==> config.mk <==
export PLATFORM = sky130hd
export DESIGN_NAME = rr_requester
export DESIGN_NICKNAME = d
export VERILOG_FILES = /design/src/rtl/rr_requester.sv
export SDC_FILE = /design/constraint.sdc
export NUM_CORES = 1
export LEC_CHECK = 0
export BUFFER_PORTS_ARGS = -buffer_cell sky130_fd_sc_hd__buf_2
export CORE_ASPECT_RATIO = 0.75
export CORE_MARGIN = 2
export CORE_UTILIZATION = 40
export CTS_CLUSTER_SIZE = 25
export DETAILED_ROUTE_END_ITERATION = 12
export PLACE_DENSITY = 0.64
export RECOVER_POWER = 100
export SLEW_MARGIN = 0
export SYNTH_ARGS = -nofsm -noshare
export SYNTH_HDL_FRONTEND = slang
export SYNTH_SLANG_ARGS = --single-unit
==> constraint.sdc <==
create_clock -name clk -period 2.25 [get_ports clk]
set_input_delay 0.1125 -clock clk [delete_from_list [all_inputs] [get_ports clk]]
set_output_delay 0.1125 -clock clk [all_outputs]
set_load 0.005 [all_outputs]
==> src/rtl/rr_requester.sv <==
// Client-side agent for one port of a round-robin arbiter: buffers upstream words,
// requests the port, drains bounded bursts while granted, and flags starvation.
module rr_requester #(
    parameter int DATA_W       = 32,
    parameter int FIFO_DEPTH   = 4,
    parameter int MAX_BURST    = 4,
    parameter int STARVE_LIMIT = 16
) (
    input  logic                            clk,
    input  logic                            reset,
    input  logic                            in_valid_i,
    input  logic [DATA_W-1:0]               in_data_i,
    output logic                            in_ready_o,
    output logic                            req_o,
    input  logic                            gnt_i,
    output logic                            out_valid_o,
    output logic [DATA_W-1:0]               out_data_o,
    output logic                            starve_o,
    output logic [$clog2(FIFO_DEPTH+1)-1:0] count_o
);

    localparam int AW = $clog2(FIFO_DEPTH);
    localparam int CW = $clog2(FIFO_DEPTH+1);
    localparam int BW = (MAX_BURST > 1) ? $clog2(MAX_BURST) : 1;
    localparam int SW = $clog2(STARVE_LIMIT+1);

    localparam logic [CW-1:0] DEPTH_C    = CW'(FIFO_DEPTH);
    localparam logic [CW-1:0] ONE_C      = CW'(1);
    localparam logic [BW-1:0] BEAT_LAST  = BW'(MAX_BURST-1);
    localparam logic [SW-1:0] STARVE_MAX = SW'(STARVE_LIMIT);

    typedef enum logic [1:0] {
        S_IDLE = 2'd0,
        S_REQ  = 2'd1,
        S_GAP  = 2'd2
    } state_t;

    state_t              r_state;
    state_t              w_state_nxt;
    logic [DATA_W-1:0]   r_mem [FIFO_DEPTH];
    logic [AW-1:0]       r_wr_ptr;
    logic [AW-1:0]       r_rd_ptr;
    logic [CW-1:0]       r_count;
    logic [BW-1:0]       r_beat;
    logic [BW-1:0]       w_beat_nxt;
    logic [SW-1:0]       r_starve_cnt;
    logic [SW-1:0]       w_starve_nxt;
    logic                r_starve;
    logic                r_out_valid;
    logic [DATA_W-1:0]   r_out_data;
    logic                w_in_ready;
    logic                w_push;
    logic                w_pop;

    // Readiness looks only at the current count: a pop in the same cycle does
    // not free a slot until the next cycle.
    assign w_in_ready = (r_count < DEPTH_C);
    assign w_push     = in_valid_i & w_in_ready;
    assign w_pop      = (r_state == S_REQ) & gnt_i & (r_count != '0);

    // Storage carries no reset; the pointers and count define what is valid.
    always_ff @(posedge clk) begin
        if (w_push) begin
            r_mem[r_wr_ptr] <= in_data_i;
        end
    end

    always_ff @(posedge clk or negedge reset) begin
        if (!reset) begin
            r_wr_ptr <= '0;
            r_rd_ptr <= '0;
            r_count  <= '0;
        end else begin
            if (w_push) begin
                r_wr_ptr <= r_wr_ptr + 1'b1;
            end
            if (w_pop) begin
                r_rd_ptr <= r_rd_ptr + 1'b1;
            end
            case ({w_push, w_pop})
                2'b10:   r_count <= r_count + 1'b1;
                2'b01:   r_count <= r_count - 1'b1;
                default: r_count <= r_count;
            endcase
        end
    end

    always_comb begin
        w_state_nxt = r_state;
        w_beat_nxt  = r_beat;
        case (r_state)
            S_IDLE: begin
                if (r_count != '0) begin
                    w_state_nxt = S_REQ;
                end
            end
            S_REQ: begin
                // Leave after the last allowed beat, or when this pop empties the FIFO.
                if (w_pop) begin
                    if ((r_beat == BEAT_LAST) || ((r_count == ONE_C) && !w_push)) begin
                        w_state_nxt = S_GAP;
                        w_beat_nxt  = '0;
                    end else begin
                        w_beat_nxt  = r_beat + 1'b1;
                    end
                end
            end
            S_GAP: begin
                w_state_nxt = (r_count != '0) ? S_REQ : S_IDLE;
            end
            default: begin
                w_state_nxt = S_IDLE;
                w_beat_nxt  = '0;
            end
        endcase
    end

    always_comb begin
        w_starve_nxt = r_starve_cnt;
        if (r_state == S_REQ) begin
            if (gnt_i) begin
                w_starve_nxt = '0;
            end else if (r_starve_cnt != STARVE_MAX) begin
                w_starve_nxt = r_starve_cnt + 1'b1;
            end
        end
        if (w_state_nxt == S_IDLE) begin
            w_starve_nxt = '0;
        end
    end

    always_ff @(posedge clk or negedge reset) begin
        if (!reset) begin
            r_state      <= S_IDLE;
            r_beat       <= '0;
            r_starve_cnt <= '0;
            r_starve     <= 1'b0;
            r_out_valid  <= 1'b0;
            r_out_data   <= '0;
        end else begin
            r_state      <= w_state_nxt;
            r_beat       <= w_beat_nxt;
            r_starve_cnt <= w_starve_nxt;
            // Flag reflects the counter value it is registered alongside.
            r_starve     <= (w_starve_nxt == STARVE_MAX);
            r_out_valid  <= w_pop;
            if (w_pop) begin
                r_out_data <= r_mem[r_rd_ptr];
            end
        end
    end

    assign in_ready_o  = w_in_ready;
    assign req_o       = (r_state == S_REQ);
    assign out_valid_o = r_out_valid;
    assign out_data_o  = r_out_data;
    assign starve_o    = r_starve;
    assign count_o     = r_count;

endmodule
==> results of run 1 <==
==> state kept, by name, indices dropped and copies added, names as in the netlist, 2 cells and up <==
name          count
r_wr_ptr          2
count_o           3
r_mem           128
out_data_o       32
r_rd_ptr          2
r_starve_cnt      5
r_state           2
r_beat            2
==> kinds of logic after synthesis <==
family          after synthesis
flops                       178
simple gates                131
mux                          34
buf+inv                      29
compound gates               15
fa+ha+maj                    12
xor+xnor                      9
==> path summary, 6_finish.rpt <==
check                             endpoint  slack (ns)  depth (start not counted)
setup / recovery               r_mem[0][9]        0.24                          3
hold / removal             r_starve_cnt[3]        0.08                          3
setup reg to reg               r_mem[0][9]        0.24                          3
hold reg to reg             out_data_o[20]        0.47                          2
max in group asynchronous  r_starve_cnt[4]        0.89                          3
min in group asynchronous  r_starve_cnt[0]        0.31                          2
==> power by group <==
part	switching (uW)	total [uW]	internal, uW
Sequential	434	4710	4280
Clock	1190	2700	1510
Combinational	1480	2830	1350
==> cells in the final DEF (no fill, tap or decap), types with 3 or more instances in the layout <==
master and count:
nand2_1 104, buf_4 5, xnor2_1 8, dfrtp_1 48, buf_2 26, o21ai_0 4, nor2_1 10, and2_2 4
dlygate4sd3_1 33, edfxtp_1 128, inv_1 11, clkbuf_1 51, clkinv_1 3, ha_1 12, clkbuf_2 6, mux4_2 32
inv_6 4, clkbuf_16 17, nand3_1 4, a21oi_1 3
==> stage by stage <==
step / cell area [um^2] / hold slack, ns / power [uW]
final: 8330 / 0.0770 / 10200
after global routing: 8330 / 0.0903 / 10900
after CTS: 8440 / 0.0418 / 10500
after detailed placement: 7570 / 0.242 / 7670
after global placement: 7570 / 0.241 / 7580
after floorplan: 6850 / -0.183 / 6580
==> worst max-delay path, stage by stage, from the launching register on <==
cell and delay (ns):
dfrtp_1 0.43, nor2b_1 0.46, and2_2 0.38, clkbuf_4 0.39
==> per-layer routing <==
layer | track usage | vias up | wire [um]
li1 | - | 1743 | -
met1 | 0.219 | 1895 | 6250
met2 | 0.244 | 113 | 6140
met3 | 0.0414 | 6 | 769
met4 | 0.0503 | 0 | 48
met5 | 0 | - | 0
==> cell usage after synthesis (all sizes together) (8+ instances only) <==
library cell  number  area [um^2]
buf                9         51.3
clkbuf             8         30.0
dfrtp             50         1250
edfxtp           128         3840
ha                12          150
inv               12         45.1
mux4              32          721
nand2            104          390
nor2              10         37.5
xnor2              8         70.1
==> area by class of cell <==
cell class,instances,area [um^2]
clock buffers,18,429
flip-flops and latches,178,5100
multi-input cells,201,1620
repair buffers,123,763
fillers,1457,8440
clock inverters,13,110
well taps,215,269
inverters,12,45.0
==> out/qor.yml, run 1 <==
floorplan:
  pin_count: 75
  fp.dieH_um: 117
  placementRows: 41
  coreArea_mm2: 0.0168
  die_area_mm2: 0.0182
  start_util: 0.408
  die_w_um: 155
synth:
  synth_edf_count: 128
  synth_top_family_by_area: "multiplexers"
  synth_nets: 456
  synth_compound_area_frac: 0.0161
  synthAdderAreaFrac: 0.0219
  synth_xor_area_frac: 0.0115
  yosys_warnings: 0
  syn_area_per_cell_um2: 16.8
  yosys.area_share.simple: 0.0802
  synthesis.area_mm2: 0.00685
  yosys-mux-area-fraction: 0.108
  ys_async_sr_fraction: 0.281
  ys_seq_area_frac: 0.744
  synth_seq_cells: 178
  synth_flop_cell: "edfxtp_1"
  syn_inst: 408
  yosysUniqueCellTypes: 35
clock_network:
  clock_path_buffers: 2
  insertion_delay_ns: 0.43
  cts_sinks: 178
  cts_setup_buffers: 0
  cts_tree: "done"
  postCtsResizedCells: 0
  numCtsBuffers: 17
  cts_max_level: 4
  ctsRootBufferMaster: "clkbuf_16"
  postCtsHoldBufs: 33
  clkSlewWorstSetupHoldPaths_ns: 0.06
flow_run:
  cap_violations: 0
cells_and_area:
  nets: 581
  instances_no_fill: 760
  area_delta_synth_final_pct: 21.6
  final_util: 0.497
  layout-drive-gt1-share: 0.194
  diodes: 0
timing:
  setup-tns-final_ns: 0
  drv_slew: 0
  period_share: 0.894
  max_freq_mhz: 497
  setup_viol: 0
  slew_headroom: 0.484
  finalHoldViolations: 0
  skew_ns: 0.0185
  rsz0062_at_grt: "false"
  worstMarginPinSlew_ns: 0.775
  setup_slack_ns: 0.238
  finalCriticalPeriod_ns: 2.01
worst_setup_path:
  startpoint: "count_o[2]"
  worst-path-max-fanout: 19
  critPathArrivalTime_ns: 2.09
  critPathRequiredTime_ns: 2.33
  cp-end-kind: "flop"
  startpoint_type: "flop"
  path_class: "flop to flop"
  regToRegStartpoint: "count_o[2]"
detailed_routing:
  wl_mm: 13.2
  vias_per_cell: 4.94
  drc: 0
  dr_total_vias: 3757
  wire_per_inst_um: 17.4
  dr.first_iter.drc_count: 232
  first_pass_iters: 4
  antenna_left: 0
placed_design:
  hpwl_mm: 8.22
  io_buffers: 74
  gp_congestion: 0.788
  dp_cells: 696
  pre_cts_slack_ns: 0.454
global_route:
  grt_max_degree: 35
  grt-ovfl-total: 0
  grt_pass1_vias: 3976
  antenna_found_initial: 0
  grt_first_pass_wirelength_mm: 21.5
  grt.total_usage: 0.158
min_path:
  min_from: "gnt_i"
  worstHoldPathType: "input port to flop"
outcome:
  status: "finished clean"
pwr:
  p_leak_uw: 0.00318
  peakVddDrop_mv: 0.651
  power_density_mw_per_mm2: 1230
Power figures use the tool's default switching activity.
==> run 2, diff against run 1 <==
--- a/config.mk
+++ b/config.mk
@@ -5,6 +5,7 @@
 export SDC_FILE = /design/constraint.sdc
 export NUM_CORES = 1
 export LEC_CHECK = 0
+export ABC_AREA = 1
 export BUFFER_PORTS_ARGS = -buffer_cell sky130_fd_sc_hd__buf_2
 export CORE_ASPECT_RATIO = 0.75
 export CORE_MARGIN = 2
==> run 2 against run 1 <==
Effect of this change:
- final area is 2.0% higher
- count of clock-buffer cells in the layout stayed put
- core utilization is 0.39 points higher
- wire length is 12% higher
==> out/qor.yml, run 2 <==
detailed_routing:
  dr.first_iter.drc_count: 309  # was 232
  drc: 0  # unchanged
  dr_total_vias: 4480  # was 3757
  vias_per_cell: 4.83  # was 4.94
  first_pass_iters: 5  # was 4
  wl_mm: 14.7  # was 13.2 mm
  wire_per_inst_um: 15.9  # was 17.4 um
  antenna_left: 0  # unchanged
cells_and_area:
  regMostFlops: "r_mem"  # unchanged
  area_delta_synth_final_pct: 21.6  # about the same
  fin_area_mm2: 0.00850  # was 0.00833 mm^2
  instances_no_fill: 927  # was 760
  largest_register_ffs: 128  # unchanged
  final_common_cell: "nor2_1"  # was edfxtp_1
  regArea_mm2: 0.00510  # about the same
  final_util: 0.501  # was 0.497
  nets: 726  # was 581
  diodes: 0  # unchanged
  fillerInstances: 1483  # was 1457
  multi_input_area_mm2: 0.00164  # was 0.00162 mm^2
  layout_common_cells: "nor2_1 (173), edfxtp_1 (128), o21ai_0 (67)"  # was edfxtp_1 (128), nand2_1 (104), clkbuf_1 (51)
  layout-drive-gt1-share: 0.109  # was 0.194
global_route:
  grt_pass1_vias: 4464  # was 3976
  grt.total_usage: 0.165  # was 0.158
  antenna_found_initial: 0  # unchanged
  grt_first_pass_wirelength_mm: 23.2  # was 21.5 mm
  grt-ovfl-total: 0  # unchanged
  grt_max_degree: 69  # was 35
synth:
  yosys.area.top_type_share: 0.550  # was 0.561
  ys_seq_area_frac: 0.729  # was 0.744
  synth_nets: 617  # was 456
  syn_area_per_cell_um2: 12.3  # was 16.8 um^2
  yosysMostFrequentCell: "nor2_1"  # was edfxtp_1
  synth_edf_count: 128  # unchanged
  synth_area_leader_cell: "edfxtp_1"  # unchanged
  synthTopCellsByCount: "nor2_1 (176), edfxtp_1 (128), o21ai_0 (67)"  # was edfxtp_1 (128), nand2_1 (104), dfrtp_1 (50)
  synthesis.area_mm2: 0.00699  # was 0.00685 mm^2
  yosysUniqueCellTypes: 26  # was 35
  synth_seq_cells: 178  # unchanged
  synth_area_leaders: "edfxtp_1 (55%), dfrtp_1 (18%), nor2_1 (9.5%)"  # was edfxtp_1 (56%), dfrtp_1 (18%), mux4_2 (11%)
  yosys_warnings: 0  # unchanged
  synth_flop_cell: "edfxtp_1"  # unchanged
  syn_inst: 569  # was 408
  ys_async_sr_fraction: 0.281  # unchanged
timing:
  rsz0062_at_grt: "false"  # unchanged
  holdWs_ns: 0.0860  # was 0.0770 ns
  finalHoldViolations: 0  # unchanged
  slew_headroom: 0.0413  # was 0.484
  setup_viol: 0  # unchanged
  period_share: 0.865  # was 0.894
  skew_ns: 0.0127  # was 0.0185 ns
  max_freq_mhz: 514  # was 497 MHz
  worstMarginPinSlew_ns: 1.44  # was 0.775 ns
  finalCriticalPeriod_ns: 1.95  # was 2.01 ns
  drv_slew: 0  # unchanged
worst_setup_path:
  worstReg2RegEnd: "count_o[2]"  # was r_mem[0][9]
  reg2reg_slack_ns: 0.30  # was 0.24 ns
  cp-end-kind: "flop"  # unchanged
  critPathRequiredTime_ns: 2.56  # was 2.33 ns
  reg2regPathDepth: 10  # was 3
  startpoint_type: "flop"  # unchanged
  path_class: "flop to flop"  # unchanged
  regToRegStartpoint: "count_o[0]"  # was count_o[2]
  critPathArrivalTime_ns: 2.26  # was 2.09 ns
  worst-path-max-fanout: 5  # was 19
pwr:
  clkPwrFrac: 0.259  # was 0.264
  power_density_mw_per_mm2: 1300  # was 1230 mW/mm^2
  p_sw_uw: 3870  # was 3100 uW
  peakVddDrop_mv: 0.697  # was 0.651 mV
  p_leak_uw: 0.00314  # was 0.00318 uW
  power.share.switching: 0.350  # was 0.303
  power_frac_comb: 0.315  # was 0.276
  p_seq_frac: 0.426  # was 0.460
  power.internal_uw: 7190  # was 7140 uW
placed_design:
  place_area_mm2: 0.00768  # was 0.00757 mm^2
  dp_cells: 862  # was 696
  hpwl_mm: 8.66  # was 8.22 mm
  gp_congestion: 0.746  # was 0.788
  io_buffers: 74  # unchanged
min_path:
  hold_end: "r_starve_cnt[4]"  # was r_starve_cnt[3]
  min_from: "gnt_i"  # unchanged
  worstHoldPathType: "input port to flop"  # unchanged
  whs_path_depth: 4  # was 3
clock_network:
  postCtsResizedCells: 0  # unchanged
  cts_setup_buffers: 0  # unchanged
  postCtsHoldBufs: 33  # unchanged
  ctsRootBufferMaster: "clkbuf_16"  # unchanged
  cts_tree: "done"  # unchanged
  clock_path_buffers: 2  # unchanged
  clkSlewWorstSetupHoldPaths_ns: 0.07  # was 0.06 ns
  insertion_delay_ns: 0.42  # was 0.43 ns
  cts_max_level: 4  # unchanged
  cts_sinks: 178  # unchanged
  numCtsBuffers: 17  # unchanged
floorplan:
  die_w_um: 157  # was 155 um
  start_util: 0.412  # was 0.408
  die_area_mm2: 0.0186  # was 0.0182 mm^2
  fp.dieH_um: 118  # was 117 um
  pin_count: 75  # unchanged
  coreArea_mm2: 0.0170  # was 0.0168 mm^2
  placementRows: 41  # unchanged
flow_run:
  cap_violations: 0  # unchanged
outcome:
  status: "finished clean"  # unchanged
## run 2: changes by cell type after synthesis, sizes merged, moves of 11 or more
| cell | before | now |
|---|---|---|
| a31oi | 0 | 33 |
| buf | 9 | 20 |
| o21ai | 4 | 68 |
| nand2 | 104 | 22 |
| nor2 | 10 | 178 |
| inv | 12 | 26 |
| mux4 | 32 | 0 |
## run 2: logic make-up (layout without fill, tap and decap cells)
logic type / count (synthesis) / in the layout / synth area share
and+or+nand+nor: 213 / 213 / 0.123
AOI/OAI and AO/OA: 107 / 107 / 0.0829
buffers and inverters: 54 / 176 / 0.0374
adders and majority gates: 12 / 12 / 0.0215
xor gates and xnor gates: 5 / 5 / 0.00627
DFF: 178 / 178 / 0.729
## run 2: worst max-delay path, cell delays in order (launching register included)
cell and delay, ns:
dfrtp_1 0.43, inv_1 0.10, ha_1 0.21, nand2_1 0.09, nand3_1 0.15, inv_1 0.15
ha_1 0.29, nor2_1 0.13, o21ai_0 0.11, xor2_1 0.14, inv_1 0.05
## run 2: worst max path at each step
stage,startpoint,end
after floorplan,r_wr_ptr[0],r_mem[2][0]
after global placement,count_o[0],count_o[2]
after detailed placement,count_o[0],count_o[2]
after CTS,count_o[0],count_o[2]
after global routing,count_o[0],count_o[2]
final,count_o[0],count_o[2]
## run 2: metal layers
layer	global-route usage	share of wire
met5	0	0
met4	0.0436	0.0050
met2	0.280	0.49
met3	0.0389	0.065
met1	0.214	0.44
## run 2: power groups by stage
stage               Clock [uW]  Sequential [uW]  Combinational (uW)
floorplan                    0             4720                2350
global placement             0             4730                3440
detailed placement           0             4760                3590
CTS                       2920             4700                3640
global route              3080             4770                3960
finish                    2870             4700                3480
## run 2: cell type report
class,count,share of cell area
Clock inverter,14,0.0168
Timing Repair Buffer,118,0.0930
Sequential cell,178,0.600
Multi-Input combinational cell,337,0.193
Inverter,26,0.0115
Clock buffer,18,0.0517
Tap cell,236,0.0347
## run 2: through the flow
stage	setup WS (ns)	TNS (ns)	power [uW]
after global placement	0.503	0	8160
after detailed placement	0.401	0	8350
after floorplan	-0.190	-22.26	7070
final	0.303	0	11100
after CTS	0.383	0	11300
after global routing	0.118	0	11800
